==> src/rtl/dbg_bridge_pkg.sv <==
// Shared types and protocol constants for the UART-to-Wishbone debug bridge.
// Command/response byte values and state encodings live here so phy and top agree.
package dbg_bridge_pkg;

    typedef enum logic [2:0] {
        ST_IDLE,
        ST_ADDR,
        ST_DATA,
        ST_WB,
        ST_RESP
    } state_t;

    typedef enum logic [1:0] {
        RX_IDLE,
        RX_START,
        RX_DATA,
        RX_STOP
    } rx_state_t;

    localparam logic [7:0] CMD_READ  = 8'h01;
    localparam logic [7:0] CMD_WRITE = 8'h02;
    localparam logic [7:0] RSP_ACK   = 8'h06;
    localparam logic [7:0] RSP_NAK   = 8'h15;

    function automatic logic is_cmd(input logic [7:0] b);
        return (b == CMD_READ) || (b == CMD_WRITE);
    endfunction

endpackage

==> src/rtl/dbg_uart_phy.sv <==
// 8N1 UART serialiser pair: mid-bit sampling receiver with frame-error flag,
// and a transmitter that accepts the next byte in the last cycle of a stop bit.
module dbg_uart_phy
    import dbg_bridge_pkg::*;
#(
    parameter int CLK_DIV = 104
) (
    input  logic       i_clk,
    input  logic       i_rst,
    input  logic       i_rx,
    output logic       o_rx_valid,
    output logic [7:0] o_rx_data,
    output logic       o_rx_ferr,
    input  logic       i_tx_start,
    input  logic [7:0] i_tx_data,
    output logic       o_tx_busy,
    output logic       o_tx
);

    localparam int CW = $clog2(CLK_DIV + 1);
    localparam logic [CW-1:0] DIV_LAST  = CW'(CLK_DIV - 1);
    localparam logic [CW-1:0] HALF_LAST = CW'(CLK_DIV / 2 - 1);

    logic [1:0]    r_rx_sync;
    logic          r_rx_prev;
    rx_state_t     r_rx_state;
    rx_state_t     w_rx_next;
    logic [CW-1:0] r_rx_cnt;
    logic [2:0]    r_rx_bit;
    logic [7:0]    r_rx_shift;
    logic          r_rx_valid;
    logic          r_rx_ferr;
    logic          w_rx;
    logic          w_rx_last;

    logic          r_tx;
    logic          r_tx_busy;
    logic [CW-1:0] r_tx_cnt;
    logic [3:0]    r_tx_nbit;
    logic [8:0]    r_tx_shift;
    logic          w_tx_last;
    logic          w_tx_load;

    assign w_rx       = r_rx_sync[1];
    assign o_rx_valid = r_rx_valid;
    assign o_rx_ferr  = r_rx_ferr;
    assign o_rx_data  = r_rx_shift;

    always_ff @(posedge i_clk or posedge i_rst) begin
        if (i_rst) begin
            r_rx_state <= RX_IDLE;
        end else begin
            r_rx_state <= w_rx_next;
        end
    end

    // The start bit is rechecked half a bit in; every later sample is one full bit apart.
    always_comb begin
        w_rx_next = r_rx_state;
        w_rx_last = (r_rx_state == RX_START) ? (r_rx_cnt == HALF_LAST) : (r_rx_cnt == DIV_LAST);
        case (r_rx_state)
            RX_IDLE:  if (!w_rx && r_rx_prev) w_rx_next = RX_START;
            RX_START: if (w_rx_last) w_rx_next = w_rx ? RX_IDLE : RX_DATA;
            RX_DATA:  if (w_rx_last && (r_rx_bit == 3'd7)) w_rx_next = RX_STOP;
            RX_STOP:  if (w_rx_last) w_rx_next = RX_IDLE;
            default:  w_rx_next = RX_IDLE;
        endcase
    end

    always_ff @(posedge i_clk or posedge i_rst) begin
        if (i_rst) begin
            r_rx_sync  <= 2'b11;
            r_rx_prev  <= 1'b1;
            r_rx_cnt   <= '0;
            r_rx_bit   <= '0;
            r_rx_shift <= '0;
            r_rx_valid <= 1'b0;
            r_rx_ferr  <= 1'b0;
        end else begin
            r_rx_sync  <= {r_rx_sync[0], i_rx};
            r_rx_prev  <= w_rx;
            r_rx_valid <= 1'b0;
            r_rx_ferr  <= 1'b0;
            if ((r_rx_state == RX_IDLE) || w_rx_last) begin
                r_rx_cnt <= '0;
            end else begin
                r_rx_cnt <= r_rx_cnt + CW'(1);
            end
            if (r_rx_state == RX_START) begin
                r_rx_bit <= '0;
            end
            if ((r_rx_state == RX_DATA) && w_rx_last) begin
                r_rx_shift <= {w_rx, r_rx_shift[7:1]};
                r_rx_bit   <= r_rx_bit + 3'd1;
            end
            if ((r_rx_state == RX_STOP) && w_rx_last) begin
                r_rx_valid <= w_rx;
                r_rx_ferr  <= !w_rx;
            end
        end
    end

    // Reporting not-busy during the final stop-bit cycle lets the next start bit follow with no gap.
    assign w_tx_last = r_tx_busy && (r_tx_cnt == DIV_LAST) && (r_tx_nbit == 4'd9);
    assign o_tx_busy = r_tx_busy && !w_tx_last;
    assign w_tx_load = i_tx_start && !o_tx_busy;
    assign o_tx      = r_tx;

    always_ff @(posedge i_clk or posedge i_rst) begin
        if (i_rst) begin
            r_tx       <= 1'b1;
            r_tx_busy  <= 1'b0;
            r_tx_cnt   <= '0;
            r_tx_nbit  <= '0;
            r_tx_shift <= '1;
        end else if (w_tx_load) begin
            r_tx       <= 1'b0;
            r_tx_busy  <= 1'b1;
            r_tx_cnt   <= '0;
            r_tx_nbit  <= '0;
            r_tx_shift <= {1'b1, i_tx_data};
        end else if (r_tx_busy) begin
            if (r_tx_cnt == DIV_LAST) begin
                r_tx_cnt <= '0;
                if (r_tx_nbit == 4'd9) begin
                    r_tx_busy <= 1'b0;
                end else begin
                    r_tx       <= r_tx_shift[0];
                    r_tx_shift <= {1'b1, r_tx_shift[8:1]};
                    r_tx_nbit  <= r_tx_nbit + 4'd1;
                end
            end else begin
                r_tx_cnt <= r_tx_cnt + CW'(1);
            end
        end
    end

endmodule

==> src/rtl/dbg_uart_wb_bridge.sv <==
// Host debug bridge: UART command frames (cmd, addr[4], data[4]) become single
// Wishbone read/write cycles; results go back as ACK/NAK or four read bytes.
module dbg_uart_wb_bridge
    import dbg_bridge_pkg::*;
#(
    parameter int CLK_DIV    = 104,
    parameter int WB_TIMEOUT = 255
) (
    input  logic        wb_clk_i,
    input  logic        wb_rst_i,
    input  logic        enable,
    input  logic        ser_rx,
    output logic        ser_tx,
    output logic        wbm_cyc_o,
    output logic        wbm_stb_o,
    output logic        wbm_we_o,
    output logic [3:0]  wbm_sel_o,
    output logic [31:0] wbm_adr_o,
    output logic [31:0] wbm_dat_o,
    input  logic [31:0] wbm_dat_i,
    input  logic        wbm_ack_i,
    output logic        busy
);

    localparam int GAP_LIMIT = 16 * CLK_DIV;
    localparam int GAP_W     = $clog2(GAP_LIMIT + 1);
    localparam int TO_W      = $clog2(WB_TIMEOUT + 1);

    logic             w_rx_valid;
    logic [7:0]       w_rx_data;
    logic             w_rx_ferr;
    logic             w_tx_busy;
    logic             w_tx_start;
    logic [7:0]       w_tx_data;

    state_t           r_state;
    state_t           w_next;
    logic             w_enter_wb;
    logic             w_gap_exp;
    logic             w_wb_to;
    logic             w_collect;

    logic             r_is_write;
    logic [1:0]       r_byte_cnt;
    logic [31:0]      r_adr;
    logic [31:0]      r_dat;
    logic [GAP_W-1:0] r_gap_cnt;
    logic [TO_W-1:0]  r_wb_cnt;
    logic             r_cyc;
    logic             r_we;
    logic [3:0]       r_sel;
    logic [31:0]      r_resp;
    logic [2:0]       r_resp_left;

    dbg_uart_phy #(
        .CLK_DIV (CLK_DIV)
    ) u_phy (
        .i_clk      (wb_clk_i),
        .i_rst      (wb_rst_i),
        .i_rx       (ser_rx),
        .o_rx_valid (w_rx_valid),
        .o_rx_data  (w_rx_data),
        .o_rx_ferr  (w_rx_ferr),
        .i_tx_start (w_tx_start),
        .i_tx_data  (w_tx_data),
        .o_tx_busy  (w_tx_busy),
        .o_tx       (ser_tx)
    );

    assign wbm_cyc_o = r_cyc;
    assign wbm_stb_o = r_cyc;
    assign wbm_we_o  = r_we;
    assign wbm_sel_o = r_sel;
    assign wbm_adr_o = r_adr;
    assign wbm_dat_o = r_dat;
    assign busy      = (r_state != ST_IDLE);
    assign w_tx_data = r_resp[31:24];

    assign w_gap_exp = (r_gap_cnt == GAP_W'(GAP_LIMIT));
    assign w_wb_to   = r_cyc && !wbm_ack_i && (r_wb_cnt == TO_W'(WB_TIMEOUT - 1));

    always_ff @(posedge wb_clk_i or posedge wb_rst_i) begin
        if (wb_rst_i) begin
            r_state <= ST_IDLE;
        end else begin
            r_state <= w_next;
        end
    end

    always_comb begin
        w_next     = r_state;
        w_enter_wb = 1'b0;
        w_tx_start = 1'b0;
        case (r_state)
            ST_IDLE: begin
                if (enable && w_rx_valid && is_cmd(w_rx_data)) w_next = ST_ADDR;
            end
            ST_ADDR: begin
                if (!enable || w_rx_ferr || w_gap_exp) begin
                    w_next = ST_IDLE;
                end else if (w_rx_valid && (r_byte_cnt == 2'd3)) begin
                    if (r_is_write) begin
                        w_next = ST_DATA;
                    end else begin
                        w_next     = ST_WB;
                        w_enter_wb = 1'b1;
                    end
                end
            end
            ST_DATA: begin
                if (!enable || w_rx_ferr || w_gap_exp) begin
                    w_next = ST_IDLE;
                end else if (w_rx_valid && (r_byte_cnt == 2'd3)) begin
                    w_next     = ST_WB;
                    w_enter_wb = 1'b1;
                end
            end
            ST_WB: begin
                if (r_cyc && (wbm_ack_i || w_wb_to)) w_next = ST_RESP;
            end
            ST_RESP: begin
                if (!w_tx_busy) begin
                    if (r_resp_left != 3'd0) begin
                        w_tx_start = 1'b1;
                    end else begin
                        w_next = ST_IDLE;
                    end
                end
            end
            default: w_next = ST_IDLE;
        endcase
    end

    assign w_collect = ((r_state == ST_ADDR) || (r_state == ST_DATA)) && w_rx_valid && (w_next != ST_IDLE);

    always_ff @(posedge wb_clk_i or posedge wb_rst_i) begin
        if (wb_rst_i) begin
            r_is_write  <= 1'b0;
            r_byte_cnt  <= '0;
            r_adr       <= '0;
            r_dat       <= '0;
            r_gap_cnt   <= '0;
            r_wb_cnt    <= '0;
            r_cyc       <= 1'b0;
            r_we        <= 1'b0;
            r_sel       <= '0;
            r_resp      <= '0;
            r_resp_left <= '0;
        end else begin
            if (r_state == ST_IDLE) begin
                r_byte_cnt <= '0;
                if (w_next == ST_ADDR) r_is_write <= (w_rx_data == CMD_WRITE);
            end
            if (w_collect) begin
                r_byte_cnt <= r_byte_cnt + 2'd1;
                if (r_state == ST_ADDR) begin
                    r_adr <= {r_adr[23:0], w_rx_data};
                end else begin
                    r_dat <= {r_dat[23:0], w_rx_data};
                end
            end
            // Inter-byte silence is only policed while a command is partially received.
            if (((r_state == ST_ADDR) || (r_state == ST_DATA)) && !w_rx_valid && !w_rx_ferr) begin
                r_gap_cnt <= r_gap_cnt + GAP_W'(1);
            end else begin
                r_gap_cnt <= '0;
            end
            if (w_enter_wb) begin
                r_cyc    <= 1'b1;
                r_we     <= r_is_write;
                r_sel    <= 4'hF;
                r_wb_cnt <= '0;
            end else if ((r_state == ST_WB) && r_cyc) begin
                if (wbm_ack_i) begin
                    r_cyc       <= 1'b0;
                    r_we        <= 1'b0;
                    r_sel       <= '0;
                    r_resp      <= r_is_write ? {RSP_ACK, 24'h0} : wbm_dat_i;
                    r_resp_left <= r_is_write ? 3'd1 : 3'd4;
                end else if (w_wb_to) begin
                    r_cyc       <= 1'b0;
                    r_we        <= 1'b0;
                    r_sel       <= '0;
                    r_resp      <= {RSP_NAK, 24'h0};
                    r_resp_left <= 3'd1;
                end else begin
                    r_wb_cnt <= r_wb_cnt + TO_W'(1);
                end
            end
            if (w_tx_start) begin
                r_resp      <= {r_resp[23:0], 8'h00};
                r_resp_left <= r_resp_left - 3'd1;
            end
        end
    end

endmodule

==> config.mk <==
export PLATFORM = sky130hd
export DESIGN_NAME = dbg_uart_wb_bridge
export DESIGN_NICKNAME = d
export VERILOG_FILES = /design/src/rtl/dbg_bridge_pkg.sv /design/src/rtl/dbg_uart_phy.sv /design/src/rtl/dbg_uart_wb_bridge.sv
export SDC_FILE = /design/constraint.sdc
export NUM_CORES = 1
export LEC_CHECK = 0
export CORE_MARGIN = 2
export CORE_UTILIZATION = 50
export DETAILED_ROUTE_END_ITERATION = 10
export GPL_TIMING_DRIVEN = 0
export PLACE_DENSITY = 0.74
export SYNTH_ARGS = -nofsm -noshare
export SYNTH_HDL_FRONTEND = slang
export SYNTH_SLANG_ARGS = --single-unit
export TNS_END_PERCENT = 10
==> constraint.sdc <==
create_clock -name wb_clk_i -period 7.5 [get_ports wb_clk_i]
set_clock_uncertainty 0.05 [all_clocks]
set_input_delay 1.5 -clock wb_clk_i [delete_from_list [all_inputs] [get_ports wb_clk_i]]
set_output_delay 1.5 -clock wb_clk_i [all_outputs]
set_load 0.03 [all_outputs]
==> impl_table.tex <==
\begin{tabular}{lr}
\hline
Metric & Value \\
\hline
\multicolumn{2}{l}{\textbf{Place}} \\
\quad Number of cells after detailed placement & between 900 and 1000 \\
\quad Final weighted congestion in routability-driven placement & between 0.9 and 1 \\
\quad Post-place setup slack & 3670 ps \\
\quad DP Wirelength & around 11000 um \\
\quad Count of buffers inserted at the top-level ports & roughly 110 \\
\multicolumn{2}{l}{\textbf{GRT}} \\
\quad Number of global-route vias before repair & about 5500 \\
\quad Global Route Usage Sum & 0.206 \\
\quad Antenna violations before repair & 0 \\
\quad Leftover overflow at the end of global routing & 0 \\
\quad Largest net degree at the start of global routing & 121 \\
\quad Global-route wire length before repair & $\sim$27000 um \\
\multicolumn{2}{l}{\textbf{Die}} \\
\quad Starting utilization of the core area & 0.513 \\
\quad DIE WIDTH & around 130 um \\
\quad I/O pin total & 110 \\
\quad DIE HEIGHT & 129 um \\
\quad Standard-cell rows & 45 \\
\quad Placeable core area & between 15000 and 20000 sq um \\
\quad Die Outline Area & 16700 sq um \\
\multicolumn{2}{l}{\textbf{Detailed routing}} \\
\quad Via count & 5400 \\
\quad Number of iterations in the first detailed-routing pass & 7 \\
\quad Antenna-violating nets left & 0 \\
\quad Detail-routed net length per standard cell & approximately 16 um \\
\quad First-iteration detailed-routing DRC count & 358 \\
\quad Routed WL & 16300 um \\
\quad Detailed-route DRC error count & 0 \\
\quad Avg Vias per Cell & between 5 and 6 \\
\multicolumn{2}{l}{\textbf{Cells and area}} \\
\quad Post-layout utilization of the core & 0.647 \\
\quad Number of nets in the finished design & approximately 820 \\
\quad Final instance count without filler cells & a little under 1000 \\
\quad Fraction of layout instances using a drive strength above 1 & 0.190 \\
\quad Growth of design area from synthesis to finish & 26.0\% \\
\quad Antenna diode count & 0 \\
\quad FILL cells & 1137 \\
\multicolumn{2}{l}{\textbf{Clock tree}} \\
\quad Clock Sinks & $\sim$170 \\
\quad Clock insertion delay at the later pin of the skew report & 430 ps \\
\quad Number of H-tree levels & 4 \\
\quad CTS tree & done \\
\quad Post-cts resize count & 0 \\
\quad Buffers from clock root to sink, at most & 2 \\
\quad CTS Hold Buffers Added & 0 \\
\quad Setup repair bufs after CTS & 0 \\
\quad Cts bufs inserted & 17 \\
\quad Clock root buffer & sky130\_fd\_sc\_hd\_\_clkbuf\_16 \\
\quad CTS clock-pin slew for the worst setup and hold paths & $\sim$60 ps \\
\multicolumn{2}{l}{\textbf{STA}} \\
\quad Final setup slack of the worst path & $\sim$3800 ps \\
\quad Final worst path period need & 3730 ps \\
\quad Final number of hold-violating endpoints & 0 \\
\quad Least-Margin Pin Slew & roughly 1100 ps \\
\quad Max frequency & around 270 MHz \\
\quad WHS & 304 ps \\
\quad Sum of negative setup slack & 0 ps \\
\quad Count of final setup violators & 0 \\
\quad Max transition margin & 0.273 \\
\quad Max-slew violation count & 0 \\
\quad Final period util & 0.498 \\
\quad Unrepaired setup endpoints after global routing & no \\
\multicolumn{2}{l}{\textbf{Worst setup path}} \\
\quad Worst EP required & between 5000 and 6000 ps \\
\quad Kind of capture point of the worst setup path & output pin \\
\quad Peak per-stage delay on the critical path & 600 ps \\
\quad Critical path's top delay family & buffers and inverters \\
\quad Worst Path Buf+Inv & 3 \\
\quad Worst-path cell with the longest stage delay & sky130\_fd\_sc\_hd\_\_clkdlybuf4s50\_1 \\
\quad Critical Path, Cell by Cell & buf\_12 > or2\_2 > nor2\_1 > inv\_1 > clkdlybuf4s50\_1 \\
\quad FF-to-FF Start & u\_phy.r\_tx\_nbit[1] \\
\quad Highest fanout seen on the critical path & 10 \\
\quad Setup Crit Path Kind & flip-flop to output pin \\
\quad Crit path DAT & between 2000 and 2500 ps \\
\quad Startpoint of the most critical setup path & r\_state[1] \\
\quad Startpoint type of the worst setup path & flip-flop \\
\multicolumn{2}{l}{\textbf{Yosys}} \\
\quad Sequential fraction of the synthesis area & 0.552 \\
\quad Number of enable flip-flop cells after synthesis & 0 \\
\quad Area share of and/or/nand/nor cells after synthesis & 0.125 \\
\quad Syn\_area\_per\_cell & $\sim$12 sq um \\
\quad Cell count after synthesis & 642 \\
\quad Asr flop ratio synth & 1.00 \\
\quad Netlist Area Pre-Place & roughly 7800 sq um \\
\quad Combinational family with the most area after synthesis & multiplexers \\
\quad Parity-gate share of the synthesized area counting xor and xnor cells & 0.0268 \\
\quad Post-Synthesis Net Count & 692 \\
\quad Synthesized-area fraction occupied by adder cells & 0.0208 \\
\quad Primary flip-flop cell chosen by synthesis mapping & sky130\_fd\_sc\_hd\_\_dfrtp\_1 \\
\quad Synthesis-stage register bit count & around 170 \\
\quad Number of distinct library cells after synthesis & 58 \\
\quad Multiplexer share of the synthesized area & 0.139 \\
\quad Total number of yosys warnings & 0 \\
\quad Synth Area in Compound Gates & 0.0876 \\
\multicolumn{2}{l}{\textbf{Worst hold path}} \\
\quad Min-Delay Startpoint & u\_phy.r\_rx\_sync[0] \\
\quad Path class of the lowest-slack min-delay path & flip-flop to flip-flop \\
\multicolumn{2}{l}{\textbf{Pwr}} \\
\quad Worst supply voltage drop on vdd & $\sim$0.00023 V \\
\quad Power Density & 224 nW/um\^{}2 \\
\quad Leakage power total & 4.72 nW \\
\multicolumn{2}{l}{\textbf{Flow run}} \\
\quad Total of max-cap violations & 0 \\
\multicolumn{2}{l}{\textbf{Outcome}} \\
\quad Result of the run & complete, no violations \\
\hline
\end{tabular}
-- through the flow --
| step | area [sq um] | total power [mW] |
|---|---|---|
| finish | 9870 | 2.21 |
| CTS | 9870 | 2.23 |
| global placement | 9190 | 1.25 |
| floorplan | 7830 | 1.20 |
| global route | 9870 | 2.31 |
| detailed placement | 9220 | 1.27 |
-- cell families after synthesis --
family                     count (synthesis)
DFF                                      172
and+or+nand+nor                          198
muxes                                     77
AOI/OAI and AO/OA                         96
xor gates and xnor gates                  24
adders and majority gates                 13
buffers and inverters                     62
-- flip-flops by register name, indices dropped and copies added (netlist names), 2 cells and up, named ones only --
name / flops
wbm_dat_o: 32
u_phy.r_rx_bit: 3
r_wb_cnt: 8
u_phy.r_rx_cnt: 7
u_phy.r_tx_shift: 8
r_state: 3
r_resp: 32
r_resp_left: 3
u_phy.r_rx_sync: 2
u_phy.r_tx_cnt: 7
r_byte_cnt: 2
u_phy.o_rx_data: 8
r_gap_cnt: 11
u_phy.r_tx_nbit: 4
wbm_adr_o: 32
-- layout make-up --
class | count | area, sq um | area share
clock buffers | 17 | 425 | 0.0431
repair buffers | 110 | 1120 | 0.113
flip-flops and latches | 172 | 4320 | 0.438
clock inverters | 15 | 221 | 0.0224
plain buffers | 36 | 284 | 0.0288
well taps | 211 | 264 | 0.0268
inverters | 26 | 105 | 0.0107
multi-input cells | 408 | 3130 | 0.317
-- worst paths after layout --
kind,depth (start not counted),to,slack [ps]
min reg2reg,0,u_phy.r_rx_sync[1],300
min,0,u_phy.r_rx_sync[1],300
max in group asynchronous,3,u_phy.r_rx_bit[1],5080
max,5,busy,3770
min in group asynchronous,2,u_phy.r_tx_nbit[1],1430
max reg2reg,10,r_resp[19],4590
-- placed cells by master, fill, tap and decap left out, drive strengths merged, types with 3 or more instances in the layout --
cell,n
nand4,5
a22o,8
and2b,3
bufinv,5
xor2,14
and3,7
dfrtp,160
o21ai,20
a21o,5
clkdlybuf4s50,109
inv,27
a31oi,19
a222oi,12
mux2i,3
or2,3
nand2,48
buf,16
xnor2,10
clkinv,5
mux2,74
nor2b,3
nand3b,3
o31ai,3
a21oi,12
ha,13
clkbuf,38
nand3,34
nor3,3
or3,3
dfstp,12
nand2b,6
nor2,68
clkinvlp,4
-- cell usage after synthesis (6+ instances only) --
library cell	count	area share
sky130_fd_sc_hd__ha_1	13	0.021
sky130_fd_sc_hd__xor2_1	14	0.016
sky130_fd_sc_hd__clkbuf_1	21	0.010
sky130_fd_sc_hd__dfrtp_1	160	0.51
sky130_fd_sc_hd__nand2_1	46	0.022
sky130_fd_sc_hd__mux2_2	14	0.020
sky130_fd_sc_hd__and3_1	6	0.0048
sky130_fd_sc_hd__nand3_1	34	0.022
sky130_fd_sc_hd__nand2b_1	6	0.0048
sky130_fd_sc_hd__mux2_4	60	0.12
sky130_fd_sc_hd__inv_1	26	0.012
sky130_fd_sc_hd__nor2_1	68	0.033
sky130_fd_sc_hd__a31oi_1	19	0.015
sky130_fd_sc_hd__o21ai_0	20	0.013
sky130_fd_sc_hd__a22o_1	8	0.0089
sky130_fd_sc_hd__dfstp_2	12	0.040
sky130_fd_sc_hd__a222oi_1	12	0.015
sky130_fd_sc_hd__buf_12	7	0.018
sky130_fd_sc_hd__a21oi_1	12	0.0077
sky130_fd_sc_hd__xnor2_1	10	0.011
-- report_power, final --
part	leakage (nW)	internal, mW	switching [mW]
Sequential	2.27	1.01	0.0538
Combinational	2.15	0.0895	0.109
Clock	0.305	0.590	0.365
Total	4.72	1.69	0.528
-- worst reg2reg max path, delay by kind of cell (launching register included) --
family	cells	cell delay [ps]
compound gates	2	1050
fa+ha+maj	1	170
buf+inv	4	660
flops	1	410
simple gates	3	450
-- layer usage --
layer  global-route usage  share of wire
met1                0.274           0.45
met2                0.334           0.49
met3               0.0467          0.047
met4               0.0767          0.017
met5                    0              0
Note: power is estimated with default switching activity, not from simulation.
